--- config.mk ---
export PLATFORM = sky130hd
export DESIGN_NAME = light_scheduler
export DESIGN_NICKNAME = d
export VERILOG_FILES = /design/src/rtl/light_scheduler.sv
export SDC_FILE = /design/constraint.sdc
export NUM_CORES = 1
export LEC_CHECK = 0
export ABC_AREA = 1
export BUFFER_PORTS_ARGS = -buffer_cell sky130_fd_sc_hd__buf_2
export CORE_AREA = 10 10 104 106
export DETAILED_ROUTE_END_ITERATION = 6
export DIE_AREA = 0 0 114 116
export GPL_TIMING_DRIVEN = 0
export PLACE_DENSITY_LB_ADDON = 0.1
export SYNTH_ARGS = -nofsm -noshare
export SYNTH_HDL_FRONTEND = slang
export SYNTH_SLANG_ARGS = --single-unit
--- constraint.sdc ---
create_clock -name i_clk_1hz -period 2.1 [get_ports i_clk_1hz]
set_input_delay 0 -clock i_clk_1hz [delete_from_list [all_inputs] [get_ports i_clk_1hz]]
set_output_delay 0 -clock i_clk_1hz [all_outputs]
set_load 0.01 [all_outputs]
--- src/rtl/light_scheduler.sv ---
// light_scheduler: turns RTC hours/minutes into a ramped LED brightness target.
// A daily on/off window (optionally wrapping midnight) decides whether the
// lights are wanted; brightness then walks toward full-on or off by a fixed
// step on every 1 Hz tick instead of switching abruptly.
module light_scheduler #(
  parameter int STEP      = 64,
  parameter int MAX_LEVEL = 255
) (
  input  logic       i_clk_1hz,
  input  logic       i_rst,
  input  logic [5:0] i_hours,
  input  logic [5:0] i_minutes,
  input  logic [5:0] i_on_hour,
  input  logic [5:0] i_on_minute,
  input  logic [5:0] i_off_hour,
  input  logic [5:0] i_off_minute,
  input  logic       i_enable,
  input  logic       i_force_on,
  output logic [7:0] o_brightness,
  output logic [1:0] o_state,
  output logic       o_lights_on,
  output logic       o_cfg_err
);

  typedef enum logic [1:0] {
    ST_OFF       = 2'd0,
    ST_RAMP_UP   = 2'd1,
    ST_ON        = 2'd2,
    ST_RAMP_DOWN = 2'd3
  } state_t;

  localparam logic [8:0] STEP_9 = 9'(STEP);
  localparam logic [8:0] MAX_9  = 9'(MAX_LEVEL);
  localparam logic [7:0] STEP_8 = 8'(STEP);
  localparam logic [7:0] MAX_8  = 8'(MAX_LEVEL);

  // Minutes since midnight; 11 bits holds 0..1439 for legal inputs.
  function automatic logic [10:0] to_minutes(input logic [5:0] h, input logic [5:0] m);
    return ({5'd0, h} * 11'd60) + {5'd0, m};
  endfunction

  // A time field pair is illegal when hours exceed 23 or minutes exceed 59.
  function automatic logic time_bad(input logic [5:0] h, input logic [5:0] m);
    return (h > 6'd23) || (m > 6'd59);
  endfunction

  state_t      state_r;
  state_t      next_state_s;
  logic [7:0]  next_b_s;
  logic [10:0] t_now_s;
  logic [10:0] t_on_s;
  logic [10:0] t_off_s;
  logic        cfg_err_s;
  logic        win_s;
  logic        active_s;
  logic [8:0]  sum_s;
  logic [7:0]  up_s;
  logic [7:0]  down_s;

  assign t_now_s   = to_minutes(i_hours, i_minutes);
  assign t_on_s    = to_minutes(i_on_hour, i_on_minute);
  assign t_off_s   = to_minutes(i_off_hour, i_off_minute);
  assign cfg_err_s = time_bad(i_hours, i_minutes) ||
                     time_bad(i_on_hour, i_on_minute) ||
                     time_bad(i_off_hour, i_off_minute);

  // Window membership; an inverted window wraps past midnight, an empty one never matches.
  always_comb begin
    win_s = 1'b0;
    if (t_on_s < t_off_s) begin
      win_s = (t_now_s >= t_on_s) && (t_now_s < t_off_s);
    end else if (t_on_s > t_off_s) begin
      win_s = (t_now_s >= t_on_s) || (t_now_s < t_off_s);
    end else begin
      win_s = 1'b0;
    end
  end

  // Force overrides both the enable and a bad configuration.
  assign active_s = i_force_on || (i_enable && win_s && !cfg_err_s);

  // One step toward full-on (saturating in 9 bits) and toward off (clamped at 0).
  assign sum_s  = {1'b0, o_brightness} + STEP_9;
  assign up_s   = (sum_s > MAX_9) ? MAX_8 : sum_s[7:0];
  assign down_s = (o_brightness >= STEP_8) ? (o_brightness - STEP_8) : 8'd0;

  // Next state and brightness; a direction change costs one tick with no step.
  always_comb begin
    next_state_s = state_r;
    next_b_s     = o_brightness;
    case (state_r)
      ST_OFF: begin
        if (active_s) begin
          next_state_s = ST_RAMP_UP;
        end else begin
          next_state_s = ST_OFF;
        end
      end
      ST_RAMP_UP: begin
        if (!active_s) begin
          next_state_s = ST_RAMP_DOWN;
        end else begin
          next_b_s = up_s;
          if (up_s == MAX_8) begin
            next_state_s = ST_ON;
          end else begin
            next_state_s = ST_RAMP_UP;
          end
        end
      end
      ST_ON: begin
        next_b_s = MAX_8;
        if (!active_s) begin
          next_state_s = ST_RAMP_DOWN;
        end else begin
          next_state_s = ST_ON;
        end
      end
      ST_RAMP_DOWN: begin
        if (active_s) begin
          next_state_s = ST_RAMP_UP;
        end else begin
          next_b_s = down_s;
          if (down_s == 8'd0) begin
            next_state_s = ST_OFF;
          end else begin
            next_state_s = ST_RAMP_DOWN;
          end
        end
      end
      default: begin
        next_state_s = ST_OFF;
        next_b_s     = 8'd0;
      end
    endcase
  end

  // Register FSM state and all outputs; lights_on tracks the brightness being written.
  always_ff @(posedge i_clk_1hz or posedge i_rst) begin
    if (i_rst) begin
      state_r      <= ST_OFF;
      o_brightness <= 8'd0;
      o_lights_on  <= 1'b0;
      o_cfg_err    <= 1'b0;
    end else begin
      state_r      <= next_state_s;
      o_brightness <= next_b_s;
      o_lights_on  <= (next_b_s != 8'd0);
      o_cfg_err    <= cfg_err_s;
    end
  end

  assign o_state = state_r;

endmodule

==> results.sh <==
export IMPL_synth_yosys_warnings=0
export IMPL_power_switching_uw=3380
export IMPL_status="finished with violations"
export IMPL_finalMaxSlewViolations=0
export IMPL_seqPwrFrac_pct=6.9
export IMPL_globalRouteTotalUtil_pct=14.5
export IMPL_postSynthAreaPerCell_um2=7.08
export IMPL_cts_sinks=12
export IMPL_min_delay_start="i_on_minute[4]"
export IMPL_via_count_of_the_first_global_routing_pass=4074
export IMPL_timing_critical_path_buf_inv=5
export IMPL_timing_critical_path_to_type="register"
export IMPL_whs_path_depth=3
export IMPL_cts_htree_levels=1
export IMPL_routedWlPerCell_um=12.1
export IMPL_grt_met1_usage_pct=17.0
export IMPL_antenna_found_initial=0
export IMPL_cp_max_fo=6
export IMPL_final_period_demand_of_the_worst_path_ns=4.65
export IMPL_top_level_ports=52
export IMPL_clock_latency_ns=0.24
export IMPL_timing_setup_tns_ns=-26.31
export IMPL_syn_instance_count=600
export IMPL_final_cell_mix="inv_1 (127), nand2_1 (113), ha_1 (83)"
export IMPL_slew_headroom_pct=69.0
export IMPL_yosysTopAreaCellShare_pct=25.3
export IMPL_grt_pass1_wl_mm=16.8
export IMPL_clockPowerShare_pct=3.9
export IMPL_drt_iter0_markers=141
export IMPL_layout_filler_cells=842
export IMPL_grt_max_degree=13
export IMPL_initial_utilization_pct=49.0
export IMPL_fmaxAchievable_ghz=0.215
export IMPL_slowest_cell_on_the_critical_path="fa_1"
export IMPL_final_nets=837
export IMPL_worstSetupStartpointType="input port"
export IMPL_worst_r2r_setup_slack_ns=0.06
export IMPL_cts_tree="built"
export IMPL_overall_die_height_um=116
export IMPL_worst_slew_pin_transition_ns=0.460
export IMPL_hold_path_endpoint="o_cfg_err"
export IMPL_hpwlAfterDp_mm=8.30
export IMPL_timing_critical_path_arrival_ns=4.77
export IMPL_post_route_drc_count=0
export IMPL_drt_vias_per_instance=4.93
export IMPL_drive_above_1_share_pct=24.4
export IMPL_placement_io_buffers=51
export IMPL_timing_hold_worst_class="in -> reg"
export IMPL_grt_overflow_total=0
export IMPL_drtPass1Iterations=4
export IMPL_use_met3_pct=0.982
export IMPL_finalClockSkew_ns=0.00522
export IMPL_antenna_cells_inserted=0
export IMPL_cell_internal_power_uw=2900
export IMPL_total_of_flip_flops_plus_latches_after_synthesis=12
export IMPL_timing_rr_start="o_brightness[6]"
export IMPL_core_area_mm2=0.00868
export IMPL_tritoncts_num_buffers=3
export IMPL_switching_share_pct=53.9
export IMPL_cellLeakagePower_uw=0.00292
export IMPL_core_rowCount=34
export IMPL_top_usage_layer="met2"
export IMPL_path_delay_family="adder cells"
export IMPL_layout_worst_path_cycle_share_pct=222
export IMPL_worst_r2r_cell_count=12
export IMPL_critical_path_reg2reg_endpoint="o_lights_on"
export IMPL_clockRootBuffer="clkbuf_8"
export IMPL_power_density_cell_area_mw_per_mm2=1210
export IMPL_maxCapViolCount=0
export IMPL_netlist_top_cell_by_area="ha_1"
export IMPL_setup_viol=11
export IMPL_placement_setup_worst_slack_ns=-3.03
export IMPL_max_stage_delay_ns=0.54
export IMPL_layout_commonest_cell="inv_1"
export IMPL_synth_cell_area_mm2=0.00425
export IMPL_vias=3886
export IMPL_timing_final_hold_violations=0
export IMPL_yosys_top_cells_area="ha_1 (25%), fa_1 (14%), inv_1 (12%)"
export IMPL_vdd_drop_max_mv=0.679
export IMPL_final_core_utilization_pct=59.6
export IMPL_totalWireLength_mm=9.52
export IMPL_crit_type="in -> reg"
export IMPL_clockBufferDepth=2
export IMPL_crit_required_ns=2.22
export IMPL_part_of_the_power_in_combinational_logic_pct=89.2
export IMPL_synth_nets=756
export IMPL_path_depth=29
export IMPL_violated_checks="setup timing"
export IMPL_grtUsageMet2_pct=28.7
export IMPL_finalWorstSetupSlack_ns=-2.55
export IMPL_clk_pin_slew_ns=0.05
export IMPL_drt_antenna_violating_nets=0
export IMPL_rsz_0062_raised_after_global_routing="yes"
export IMPL_final_hold_worst_slack_ns=0.137
export IMPL_die_w_um=114
export IMPL_fp_dieArea_mm2=0.0132
export IMPL_gpl_final_weighted_congestion=0.833
export IMPL_area_growth_syn_to_layout_pct=21.8
export IMPL_number_of_distinct_library_cells_after_synthesis=39
export IMPL_seq_area_frac_synth_pct=7.07
## per-layer routing
layer	up-vias	routed length [um]
met5	-	0
met4	0	21
met1	1790	4280
met2	37	5020
li1	2057	-
met3	2	194
## through the flow
stage	cell area (um^2)	std cells	total power [uW]
2_1_floorplan	4280	600	4030
3_3_place_gp	4670	759	4890
3_5_place_dp	4670	759	4990
4_1_cts	5020	780	5840
5_1_grt	5170	788	7070
6_report	5170	788	6280
## timing repair
action	CTS	global route
hold endpoints to repair	12	0
resized for setup	34	31
setup buffers	16	8
pin swaps	28	37
endpoints found under the setup margin	11	11
hold buffers	1	0
## logic make-up after synthesis
logic type,share of synthesized area [%]
flip-flops,7.07
XOR/XNOR,5.95
AO/OA/AOI/OAI,7.92
adder cells (fa/ha/maj),39.5
AND/OR/NAND/NOR,27.0
buffers and inverters,12.6
## cell usage after synthesis
cell type / n
nor2_2: 4
nand4_2: 1
xnor2_1: 11
clkbuf_1: 1
o21bai_1: 1
nor2_4: 1
o21ai_0: 7
inv_1: 137
a21oi_2: 2
nand2_2: 14
nor2_1: 34
nand2_1: 121
nand4_1: 11
and2_1: 1
a32oi_1: 1
a21o_1: 3
a31oi_1: 2
nand3_2: 5
a211oi_1: 3
o211ai_1: 2
and3_1: 1
dfrtp_1: 12
fa_1: 30
nand3_4: 1
a31o_2: 1
ha_1: 86
xor2_1: 16
nand3_1: 40
a41oi_1: 2
nand3b_1: 4
a21oi_1: 31
nor4_1: 2
buf_6: 1
a211o_1: 1
o21ai_1: 1
inv_2: 2
nor3_1: 5
xor2_2: 1
nand2_4: 1
## worst max-delay path by stage
stage | endpoint | slack [ns] | startpoint
floorplan | o_lights_on | -2.32 | i_hours[0]
global placement | o_lights_on | -2.98 | i_hours[0]
detailed placement | o_lights_on | -3.03 | i_hours[0]
CTS | o_lights_on | -2.49 | i_hours[1]
global route | o_lights_on | -2.80 | i_off_hour[1]
finish | o_lights_on | -2.55 | i_hours[1]
## sequential cells by signal, summed over array words and instances, names as in the netlist
name          cells
o_brightness      8
o_cfg_err         1
o_lights_on       1
o_state           2
## worst min-delay path, cell delays in order
cell and delay, ns:
buf_2 0.10, a41oi_1 0.10, nand2_1 0.12
## cell type report
class / instances / area, um^2 / area share (%)
clock buffers: 4 / 55.1 / 1.06
repair buffers: 76 / 488 / 9.43
plain buffers: 2 / 15.0 / 0.290
flip-flops and latches: 12 / 300 / 5.80
multi-input cells: 447 / 3650 / 70.6
inverters: 139 / 528 / 10.2
well taps: 108 / 135 / 2.61
## power by group through the flow
stage | registers, uW | logic, uW | clock network [uW]
floorplan | 456 | 3580 | 0
global placement | 432 | 4450 | 0
detailed placement | 435 | 4560 | 0
CTS | 431 | 5150 | 258
global route | 446 | 6350 | 274
finish | 434 | 5600 | 247
(Power assumes the default switching activity.)
